===== src/rtl/mc_ctrl_pkg.sv =====
// rtl/mc_ctrl_pkg.sv - state codes, opcode/funct constants and datapath select encodings
// shared by the multicycle control unit and its ALU decoder.
package mc_ctrl_pkg;

  typedef enum logic [3:0] {
    ST_FETCH    = 4'd0,
    ST_DECODE   = 4'd1,
    ST_MEM_ADDR = 4'd2,
    ST_MEM_RD   = 4'd3,
    ST_MEM_WB   = 4'd4,
    ST_MEM_WR   = 4'd5,
    ST_EXEC_R   = 4'd6,
    ST_R_WB     = 4'd7,
    ST_BRANCH   = 4'd8,
    ST_JUMP     = 4'd9,
    ST_EXEC_I   = 4'd10,
    ST_I_WB     = 4'd11,
    ST_MULDIV   = 4'd12,
    ST_TRAP     = 4'd15
  } state_t;

  typedef enum logic [2:0] {
    ALU_ADD = 3'd0,
    ALU_SUB = 3'd1,
    ALU_AND = 3'd2,
    ALU_OR  = 3'd3,
    ALU_SLT = 3'd4,
    ALU_NOR = 3'd5,
    ALU_XOR = 3'd6
  } alu_code_t;

  localparam logic [5:0] OP_RTYPE = 6'h00;
  localparam logic [5:0] OP_J     = 6'h02;
  localparam logic [5:0] OP_BEQ   = 6'h04;
  localparam logic [5:0] OP_BNE   = 6'h05;
  localparam logic [5:0] OP_ADDI  = 6'h08;
  localparam logic [5:0] OP_SLTI  = 6'h0A;
  localparam logic [5:0] OP_ANDI  = 6'h0C;
  localparam logic [5:0] OP_ORI   = 6'h0D;
  localparam logic [5:0] OP_LW    = 6'h23;
  localparam logic [5:0] OP_SW    = 6'h2B;

  localparam logic [5:0] FN_MULT = 6'h18;
  localparam logic [5:0] FN_DIV  = 6'h1A;
  localparam logic [5:0] FN_ADD  = 6'h20;
  localparam logic [5:0] FN_SUB  = 6'h22;
  localparam logic [5:0] FN_AND  = 6'h24;
  localparam logic [5:0] FN_OR   = 6'h25;
  localparam logic [5:0] FN_XOR  = 6'h26;
  localparam logic [5:0] FN_NOR  = 6'h27;
  localparam logic [5:0] FN_SLT  = 6'h2A;

  localparam logic [1:0] SRCB_B       = 2'b00;
  localparam logic [1:0] SRCB_FOUR    = 2'b01;
  localparam logic [1:0] SRCB_IMM     = 2'b10;
  localparam logic [1:0] SRCB_IMM_SH2 = 2'b11;

  localparam logic [1:0] PCSRC_ALU    = 2'b00;
  localparam logic [1:0] PCSRC_ALUOUT = 2'b01;
  localparam logic [1:0] PCSRC_JUMP   = 2'b10;

  // Wide enough for the largest supported timeout (255).
  localparam int WAIT_W = 8;

  function automatic logic is_mem_state(input state_t s);
    return (s == ST_FETCH) || (s == ST_MEM_RD) || (s == ST_MEM_WR);
  endfunction

endpackage


===== src/rtl/mc_alu_decode.sv =====
// rtl/mc_alu_decode.sv - combinational ALU function and legality decode from state/opcode/funct;
// MC_CTRL_MULDIV_EN makes the mult/div functs legal in EXEC_R.
module mc_alu_decode
  import mc_ctrl_pkg::*;
(
  input  state_t     state,
  input  logic [5:0] opcode,
  input  logic [5:0] funct,
  output alu_code_t  alu_code,
  output logic       decode_illegal
);

  always_comb begin
    alu_code       = ALU_ADD;
    decode_illegal = 1'b0;
    case (state)
      ST_DECODE: begin
        case (opcode)
          OP_RTYPE, OP_LW, OP_SW, OP_BEQ, OP_BNE, OP_J,
          OP_ADDI, OP_SLTI, OP_ANDI, OP_ORI: decode_illegal = 1'b0;
          default:                           decode_illegal = 1'b1;
        endcase
      end
      ST_EXEC_R: begin
        case (funct)
          FN_ADD: alu_code = ALU_ADD;
          FN_SUB: alu_code = ALU_SUB;
          FN_AND: alu_code = ALU_AND;
          FN_OR:  alu_code = ALU_OR;
          FN_SLT: alu_code = ALU_SLT;
          FN_NOR: alu_code = ALU_NOR;
          FN_XOR: alu_code = ALU_XOR;
`ifdef MC_CTRL_MULDIV_EN
          FN_MULT, FN_DIV: alu_code = ALU_ADD;
`endif
          default: decode_illegal = 1'b1;
        endcase
      end
      ST_EXEC_I: begin
        case (opcode)
          OP_SLTI: alu_code = ALU_SLT;
          OP_ANDI: alu_code = ALU_AND;
          OP_ORI:  alu_code = ALU_OR;
          default: alu_code = ALU_ADD;
        endcase
      end
      ST_BRANCH: alu_code = ALU_SUB;
      default:   alu_code = ALU_ADD;
    endcase
  end

endmodule


===== src/rtl/mc_control_fsm.sv =====
// rtl/mc_control_fsm.sv - multicycle MIPS control FSM with memory-ready timeout and sticky trap;
// defining MC_CTRL_MULDIV_EN adds mult/div sequencing through the MULDIV state.
module mc_control_fsm
  import mc_ctrl_pkg::*;
#(
  parameter int ALU_OP_W    = 4,
  parameter int STATE_W     = 4,
  parameter int MEM_TIMEOUT = 15
) (
  input  logic                clk,
  input  logic                reset,
  input  logic [5:0]          opcode,
  input  logic [5:0]          funct,
  input  logic                mem_ready,
  input  logic                zero,
  input  logic                alu_busy,
  output logic                pc_write,
  output logic [1:0]          pc_src,
  output logic                ir_write,
  output logic                i_or_d,
  output logic                reg_read,
  output logic                reg_write,
  output logic                reg_dst,
  output logic                mem_to_reg,
  output logic                alu_src_a,
  output logic [1:0]          alu_src_b,
  output logic [ALU_OP_W-1:0] alu_op,
  output logic                mem_read,
  output logic                mem_write,
  output logic                muldiv_start,
  output logic                illegal,
  output logic [STATE_W-1:0]  s_actual
);

  localparam logic [WAIT_W-1:0] WAIT_LAST = WAIT_W'(MEM_TIMEOUT - 1);

  state_t            state_q, state_d;
  logic [WAIT_W-1:0] wait_q, wait_d;
  logic              is_sw_q, is_sw_d;
  logic              is_bne_q, is_bne_d;
  alu_code_t         alu_code;
  logic              decode_illegal;
  logic              mem_state;
  logic              timed_out;
  logic              muldiv_funct;

  mc_alu_decode u_alu_decode (
    .state          (state_q),
    .opcode         (opcode),
    .funct          (funct),
    .alu_code       (alu_code),
    .decode_illegal (decode_illegal)
  );

  assign mem_state = is_mem_state(state_q);
  // A ready in the last allowed cycle completes the access instead of trapping.
  assign timed_out = mem_state && !mem_ready && (wait_q == WAIT_LAST);

`ifdef MC_CTRL_MULDIV_EN
  logic md_first_q, md_first_d;
  assign muldiv_funct = (funct == FN_MULT) || (funct == FN_DIV);
`else
  logic unused_alu_busy;
  assign muldiv_funct    = 1'b0;
  assign unused_alu_busy = alu_busy;
`endif

  always_comb begin
    state_d  = state_q;
    is_sw_d  = is_sw_q;
    is_bne_d = is_bne_q;
    case (state_q)
      ST_FETCH: begin
        if (mem_ready)      state_d = ST_DECODE;
        else if (timed_out) state_d = ST_TRAP;
      end
      ST_DECODE: begin
        // Later states must not depend on the live IR fields, so latch what they need.
        is_sw_d  = (opcode == OP_SW);
        is_bne_d = (opcode == OP_BNE);
        if (decode_illegal) begin
          state_d = ST_TRAP;
        end else begin
          case (opcode)
            OP_RTYPE:       state_d = ST_EXEC_R;
            OP_LW, OP_SW:   state_d = ST_MEM_ADDR;
            OP_BEQ, OP_BNE: state_d = ST_BRANCH;
            OP_J:           state_d = ST_JUMP;
            default:        state_d = ST_EXEC_I;
          endcase
        end
      end
      ST_EXEC_R: begin
        if (decode_illegal)    state_d = ST_TRAP;
        else if (muldiv_funct) state_d = ST_MULDIV;
        else                   state_d = ST_R_WB;
      end
      ST_EXEC_I:   state_d = ST_I_WB;
      ST_MEM_ADDR: state_d = is_sw_q ? ST_MEM_WR : ST_MEM_RD;
      ST_MEM_RD: begin
        if (mem_ready)      state_d = ST_MEM_WB;
        else if (timed_out) state_d = ST_TRAP;
      end
      ST_MEM_WR: begin
        if (mem_ready)      state_d = ST_FETCH;
        else if (timed_out) state_d = ST_TRAP;
      end
      ST_MEM_WB, ST_R_WB, ST_I_WB, ST_BRANCH, ST_JUMP: state_d = ST_FETCH;
      ST_MULDIV: begin
`ifdef MC_CTRL_MULDIV_EN
        if (!alu_busy) state_d = ST_FETCH;
`else
        state_d = ST_FETCH;
`endif
      end
      ST_TRAP: state_d = ST_TRAP;
      default: state_d = ST_TRAP;
    endcase

    if (state_d != state_q)          wait_d = '0;
    else if (mem_state && !mem_ready) wait_d = wait_q + 1'b1;
    else                              wait_d = wait_q;

`ifdef MC_CTRL_MULDIV_EN
    md_first_d = (state_d == ST_MULDIV) && (state_q != ST_MULDIV);
`endif
  end

  always_ff @(posedge clk) begin
    if (reset) begin
      state_q  <= ST_FETCH;
      wait_q   <= '0;
      is_sw_q  <= 1'b0;
      is_bne_q <= 1'b0;
`ifdef MC_CTRL_MULDIV_EN
      md_first_q <= 1'b0;
`endif
    end else begin
      state_q  <= state_d;
      wait_q   <= wait_d;
      is_sw_q  <= is_sw_d;
      is_bne_q <= is_bne_d;
`ifdef MC_CTRL_MULDIV_EN
      md_first_q <= md_first_d;
`endif
    end
  end

  // Outputs are forced low during reset so an aborted instruction issues nothing.
  always_comb begin
    pc_write     = 1'b0;
    pc_src       = PCSRC_ALU;
    ir_write     = 1'b0;
    i_or_d       = 1'b0;
    reg_read     = 1'b0;
    reg_write    = 1'b0;
    reg_dst      = 1'b0;
    mem_to_reg   = 1'b0;
    alu_src_a    = 1'b0;
    alu_src_b    = SRCB_B;
    mem_read     = 1'b0;
    mem_write    = 1'b0;
    muldiv_start = 1'b0;
    illegal      = 1'b0;
    if (!reset) begin
      case (state_q)
        ST_FETCH: begin
          mem_read  = 1'b1;
          alu_src_b = SRCB_FOUR;
          ir_write  = mem_ready;
          pc_write  = mem_ready;
        end
        ST_DECODE: begin
          reg_read  = 1'b1;
          alu_src_b = SRCB_IMM_SH2;
        end
        ST_MEM_ADDR: begin
          alu_src_a = 1'b1;
          alu_src_b = SRCB_IMM;
        end
        ST_MEM_RD: begin
          mem_read = 1'b1;
          i_or_d   = 1'b1;
        end
        ST_MEM_WB: begin
          reg_write  = 1'b1;
          mem_to_reg = 1'b1;
        end
        ST_MEM_WR: begin
          mem_write = 1'b1;
          i_or_d    = 1'b1;
        end
        ST_EXEC_R: begin
          alu_src_a = 1'b1;
          alu_src_b = SRCB_B;
        end
        ST_R_WB: begin
          reg_write = 1'b1;
          reg_dst   = 1'b1;
        end
        ST_BRANCH: begin
          alu_src_a = 1'b1;
          alu_src_b = SRCB_B;
          pc_src    = PCSRC_ALUOUT;
          pc_write  = is_bne_q ? !zero : zero;
        end
        ST_JUMP: begin
          pc_src   = PCSRC_JUMP;
          pc_write = 1'b1;
        end
        ST_EXEC_I: begin
          alu_src_a = 1'b1;
          alu_src_b = SRCB_IMM;
        end
        ST_I_WB: reg_write = 1'b1;
`ifdef MC_CTRL_MULDIV_EN
        ST_MULDIV: muldiv_start = md_first_q;
`endif
        ST_TRAP: illegal = 1'b1;
        default: illegal = 1'b0;
      endcase
    end
  end

  assign alu_op   = reset ? '0 : ALU_OP_W'(alu_code);
  assign s_actual = reset ? '0 : STATE_W'(state_q);

endmodule


===== config.mk =====
export PLATFORM = sky130hd
export DESIGN_NAME = mc_control_fsm
export DESIGN_NICKNAME = d
export VERILOG_FILES = /design/src/rtl/mc_ctrl_pkg.sv /design/src/rtl/mc_alu_decode.sv /design/src/rtl/mc_control_fsm.sv
export SDC_FILE = /design/constraint.sdc
export NUM_CORES = 1
export LEC_CHECK = 0
export BUFFER_PORTS_ARGS = -buffer_cell sky130_fd_sc_hd__buf_4
export CAP_MARGIN = 20
export CORE_AREA = 5 5 58 60
export DETAILED_ROUTE_END_ITERATION = 10
export DIE_AREA = 0 0 63 65
export PLACE_DENSITY = 0.82
export SETUP_SLACK_MARGIN = 0.5
export SYNTH_ARGS = -nofsm -noshare
export SYNTH_HDL_FRONTEND = slang
export SYNTH_SLANG_ARGS = --single-unit

===== constraint.sdc =====
create_clock -name clk -period 2.2 [get_ports clk]
set_input_delay 0.55 -clock clk [delete_from_list [all_inputs] [get_ports clk]]
set_output_delay 0.55 -clock clk [all_outputs]
set_load 0.05 [all_outputs]

==> impl_results.rst, run 1 <==
.. list-table::
   :header-rows: 1

   * - Metric
     - Value
   * - Seq cells post-synth
     - 14
   * - Biggest area consumer among synthesized cells
     - sky130_fd_sc_hd__dfxtp_1
   * - Cell with the most instances after synthesis
     - sky130_fd_sc_hd__nor2_1
   * - Error that ended the run
     - [ERROR DPL-0038] Utilization greater than 100%, impossible to legalize
   * - Number of unique standard cell types used by synthesis
     - 53
   * - Horiz. Die Dim
     - 63 um
   * - Share of async-settable or async-resettable flops after synthesis
     - 0%
   * - CTS Hold Buffers Added
     - 0
   * - Number of cells after detailed placement
     - 259
   * - Maximum number of buffers from clock root to sink
     - 2
   * - Outcome
     - stopped before the end
   * - Placer congestion estimate
     - 0.901
   * - Worst-path end type
     - primary output
   * - Die boundary height
     - 65 um
   * - Fraction of synthesized cell area taken by the top area cell type
     - 20.5%
   * - Clock Sinks
     - 14
   * - Worst endpoint after global-route timing repair
     - alu_op[1]
   * - Final HPWL from detailed placement
     - 3190 um
   * - DP Area
     - 0.00198 mm^2
   * - Yosys warns
     - 0
   * - Leading cell types by count after synthesis
     - 30 x sky130_fd_sc_hd__nor2_1, 15 x sky130_fd_sc_hd__nand2_1, 14 x sky130_fd_sc_hd__dfxtp_1
   * - Effective utilization at floorplan
     - 47.5%
   * - Root Buffer
     - sky130_fd_sc_hd__clkbuf_4
   * - IO Count
     - 41
   * - Last stage reached
     - global routing (5_1_grt)
   * - Average size of a mapped cell
     - 7.19 um^2
   * - Mapped Cells
     - 190
   * - Pin count of the biggest net entering global routing
     - 16
   * - Combined area of all synthesized cells
     - 0.00137 mm^2
   * - Top FF cell, synth
     - sky130_fd_sc_hd__dfxtp_1
   * - Number of synthesized flops with an enable pin
     - 0
   * - Num rows
     - 20
   * - H-Tree Level Count
     - 1
   * - Sequential-to-total area share from yosys stat
     - 20.5%
   * - Cell types with the largest area share after synthesis
     - sky130_fd_sc_hd__dfxtp_1 21%, sky130_fd_sc_hd__nor2_1 8.2%, sky130_fd_sc_hd__nand2_1 4.1%, sky130_fd_sc_hd__xor2_1 3.8%, sky130_fd_sc_hd__a21oi_1 3.7%
   * - Clock buffers created by TritonCTS
     - 3
   * - I/O Buffers
     - 37
## through the flow
stage | setup slack [ns] | utilization [%]
after detailed placement | 0.0266 | 68.7
after floorplan | 0.0906 | -
after global placement | 0.0322 | 68.7
after CTS | -0.00164 | 90.6
## timing repair
item                       4_1_cts
setup endpoints to repair       32
pin swaps                       13
gates resized for setup         83
buffers inserted                22
gates cloned                     3
## kinds of logic after synthesis
kind of cell | count (synthesis) | share of synthesized area [%]
adders and majority gates | 2 | 1.83
xor gates and xnor gates | 9 | 5.77
other | 1 | 0.274
muxes | 1 | 0.733
buffers and inverters | 20 | 7.69
and+or+nand+nor | 99 | 40.0
AOI/OAI and AO/OA | 44 | 23.2
DFF | 14 | 20.5
==> run 2: changes to the inputs <==
CORE_AREA = 5 5 66 68   (was 5 5 58 60)
DIE_AREA = 0 0 71 73   (was 0 0 63 65)
PLACE_DENSITY = not set   (was 0.82)
PLACE_DENSITY_LB_ADDON = 0.15   (was not set)
SETUP_SLACK_MARGIN = not set   (was 0.5)
==> run 2 against run 1 <==
Net effect:
- the run now ends clean
- synthesized cell count is the same
- synthesized area is the same
==> impl_results.rst, run 2 <==
.. list-table::
   :header-rows: 1

   * - Metric
     - Value
   * - Biggest area consumer among synthesized cells
     - sky130_fd_sc_hd__dfxtp_1
   * - TritonRoute pass-1 iters
     - 4
   * - H-Tree Level Count
     - 1 (unchanged)
   * - Sequential-to-total area share from yosys stat
     - 20.5% (unchanged)
   * - Nets
     - 264
   * - Most common cell after layout, fill and taps aside
     - sky130_fd_sc_hd__buf_4
   * - Worst min path class
     - reg2reg
   * - Filler-free cell count of the finished design
     - 294
   * - Cell types with the largest area share after synthesis
     - sky130_fd_sc_hd__dfxtp_1 21%, sky130_fd_sc_hd__nor2_1 8.2%, sky130_fd_sc_hd__nand2_1 4.1%, sky130_fd_sc_hd__xor2_1 3.8%, sky130_fd_sc_hd__a21oi_1 3.7%
   * - Layout cell share with drive strength beyond 1
     - 43.0%
   * - Pin count of the biggest net entering global routing
     - 21
   * - Achievable frequency
     - 463 MHz
   * - Root Buffer
     - sky130_fd_sc_hd__clkbuf_8
   * - Final HPWL from detailed placement
     - 2910 um (-8.5%)
   * - Cell with the most instances after synthesis
     - sky130_fd_sc_hd__nor2_1
   * - Critical-path maximum fanout
     - 3
   * - Yosys warns
     - 0 (unchanged)
   * - Final worst clock skew
     - 0.00214 ns
   * - Peak supply drop
     - 0.000363 V
   * - Max-capacitance violation count
     - 0
   * - Final setup fails
     - 0
   * - Area used by sequential logic in the layout
     - 290 um^2
   * - Max Transition Viols Final
     - 0
   * - Gr usage total
     - 15.1%
   * - Average size of a mapped cell
     - 7.19 um^2 (unchanged)
   * - Clock Sinks
     - 14 (unchanged)
   * - Time the final worst path needs with I/O delays and setup
     - 2.16 ns
   * - Slowest stage cell on the critical path
     - sky130_fd_sc_hd__a211o_1
   * - Number of nets with antenna violations after routing
     - 0
   * - Share of the clock period used by the worst path after layout
     - 98.1%
   * - Top FF cell, synth
     - sky130_fd_sc_hd__dfxtp_1
   * - Total Routed Length
     - 3940 um
   * - Floorplan core area
     - 0.00380 mm^2
   * - Die area
     - 0.00518 mm^2
   * - Leading cell types by count after synthesis
     - 30 x sky130_fd_sc_hd__nor2_1, 15 x sky130_fd_sc_hd__nand2_1, 14 x sky130_fd_sc_hd__dfxtp_1
   * - Most frequent cells in the layout
     - 54 x sky130_fd_sc_hd__buf_4, 26 x sky130_fd_sc_hd__nor2_1, 15 x sky130_fd_sc_hd__nand2_1
   * - Routed len/inst
     - 13.4 um
   * - Effective utilization at floorplan
     - 36.0% (-12 points)
   * - Share of async-settable or async-resettable flops after synthesis
     - 0% (unchanged)
   * - Crit path capture type
     - output pin
   * - Number of unique standard cell types used by synthesis
     - 53 (unchanged)
   * - CP Cell Sequence
     - nor2b_4 > nand4b_1 > a211o_1 > a21oi_4 > buf_6
   * - Critical Path Max Stage Delay
     - 0.35 ns
   * - Clock tree from TritonCTS
     - done
   * - Clock transition at path regs
     - 0.06 ns
   * - Max reg flops
     - 8
   * - Outcome
     - finished, final reports clean
   * - I/O Buffers
     - 37 (unchanged)
   * - Crit start category
     - register
   * - Leak pwr
     - 0.000837 uW
   * - Regs by FF count
     - wait_q x8, state_q x4
   * - Placer congestion estimate
     - 0.813 (-9.8%)
   * - Pre-CTS setup slack
     - -0.00991 ns (-0.0365 ns)
   * - Post-layout worst setup margin
     - 0.0423 ns
   * - Mapped Cells
     - 190 (unchanged)
   * - Die boundary height
     - 73 um (+12%)
   * - Iteration-0 DRC count of the detailed router
     - 55
   * - Number of synthesized flops with an enable pin
     - 0 (unchanged)
   * - Area of combinational cells with multiple inputs
     - 0.00112 mm^2
   * - Clk_lat worst skew
     - 0.24 ns
   * - Worst Path Class, Setup
     - reg2out
   * - Required arrival time at the worst endpoint
     - 1.65 ns
   * - Number of hold violations in the final report
     - 0
   * - Combined area of all synthesized cells
     - 0.00137 mm^2 (unchanged)
   * - CTS Hold Buffers Added
     - 0 (unchanged)
   * - IO Count
     - 41 (unchanged)
   * - RSZ-0062 raised after global routing
     - yes
   * - Area growth from synthesis to final layout
     - 52.4%
   * - Vias in the first global route
     - 1387
   * - Number of antenna violations at the first check in global routing
     - 0
   * - Fraction of synthesized cell area taken by the top area cell type
     - 20.5% (unchanged)
   * - Vias/cell
     - 5.24
   * - Diodes inserted
     - 0
   * - Clock buffers created by TritonCTS
     - 3 (unchanged)
   * - Number of cells after detailed placement
     - 284 (+9.7%)
   * - Power per cell area
     - 1100 mW/mm^2
   * - Remaining DRCs
     - 0
   * - Total via count in the routed design
     - 1542
   * - Num rows
     - 23 (+15%)
   * - Filler cell count in the final layout
     - 382
   * - Leftover overflow at the end of global routing
     - 0
   * - Global-route wire length before repair
     - 6520 um
   * - Seq cells post-synth
     - 14 (unchanged)
   * - Largest Register
     - wait_q
   * - Arrival time at the worst endpoint
     - 1.61 ns
   * - Horiz. Die Dim
     - 71 um (+13%)
   * - Maximum number of buffers from clock root to sink
     - 2 (unchanged)
## run 2: cell counts after synthesis
No cell type changed its count.
## run 2: kinds of logic after synthesis
logic type,share of synthesized area (%)
AO/OA/AOI/OAI,23.2
XOR/XNOR,5.77
adder cells (fa/ha/maj),1.83
buffers and inverters,7.69
flip-flops,20.5
multiplexers,0.733
other,0.274
AND/OR/NAND/NOR,40.0
## run 2: report_power, final
group / internal (uW) / leakage (uW) / switching [uW] / total (uW)
Clock: 159 / 0.0000288 / 97.6 / 256
Combinational: 673 / 0.000693 / 1000 / 1670
Sequential: 308 / 0.000116 / 45.2 / 353
## run 2: metal layers
layer	part of all wire, %	global-route usage [%]
met4	1.1	4.38
met1	50	21.2
met2	44	24.1
met5	0	0
met3	4.6	2.20
## run 2: metrics by stage
step | util (%) | TNS (ns) | power, uW | area (um^2) | hold WS, ns
floorplan | - | -2.24 | 1460 | 1450 | 0.440
global placement | 49.4 | -0.0707 | 1850 | 1880 | 0.455
detailed placement | 49.4 | -0.00991 | 1850 | 1880 | 0.467
CTS | 51.7 | 0 | 2130 | 1970 | 0.475
global route | 54.8 | -0.0451 | 2430 | 2080 | 0.502
finish | 54.8 | 0 | 2280 | 2080 | 0.476
## run 2: path summary, 6_finish.rpt
kind / startpoint / endpoint / slack, ns / cells past startpoint
setup / recovery: state_q[1]$_SDFF_PP0_ / alu_op[0] / 0.04 / 5
hold / removal: is_sw_q$_SDFFE_PP0P_ / is_sw_q$_SDFFE_PP0P_ / 0.48 / 2
setup reg to reg: state_q[1]$_SDFF_PP0_ / wait_q[1]$_SDFFE_PP0P_ / 0.16 / 7
hold reg to reg: is_sw_q$_SDFFE_PP0P_ / is_sw_q$_SDFFE_PP0P_ / 0.48 / 2
## run 2: critical path: cells and delay by family (launching register included)
| kind | cells | cell delay, ns |
|---|---|---|
| AO/OA/AOI/OAI | 2 | 0.51 |
| flip-flops | 1 | 0.33 |
| AND/OR/NAND/NOR | 2 | 0.35 |
| buffers and inverters | 1 | 0.17 |
## run 2: cell type report
| cell class | instances | area share [%] |
|---|---|---|
| Clock buffer | 4 | 2.64 |
| Inverter | 5 | 0.901 |
| Multi-Input combinational cell | 157 | 53.8 |
| Sequential cell | 14 | 13.9 |
| Tap cell | 50 | 3.00 |
| Timing Repair Buffer | 64 | 25.7 |
## run 2: timing repair
action,in CTS,in global routing
setup endpoints to repair,3,8
buffers inserted,0,6
pin swaps,0,3
gates resized for setup,11,20
endpoints found under the hold margin,0,0
Power figures use the tool's default switching activity.
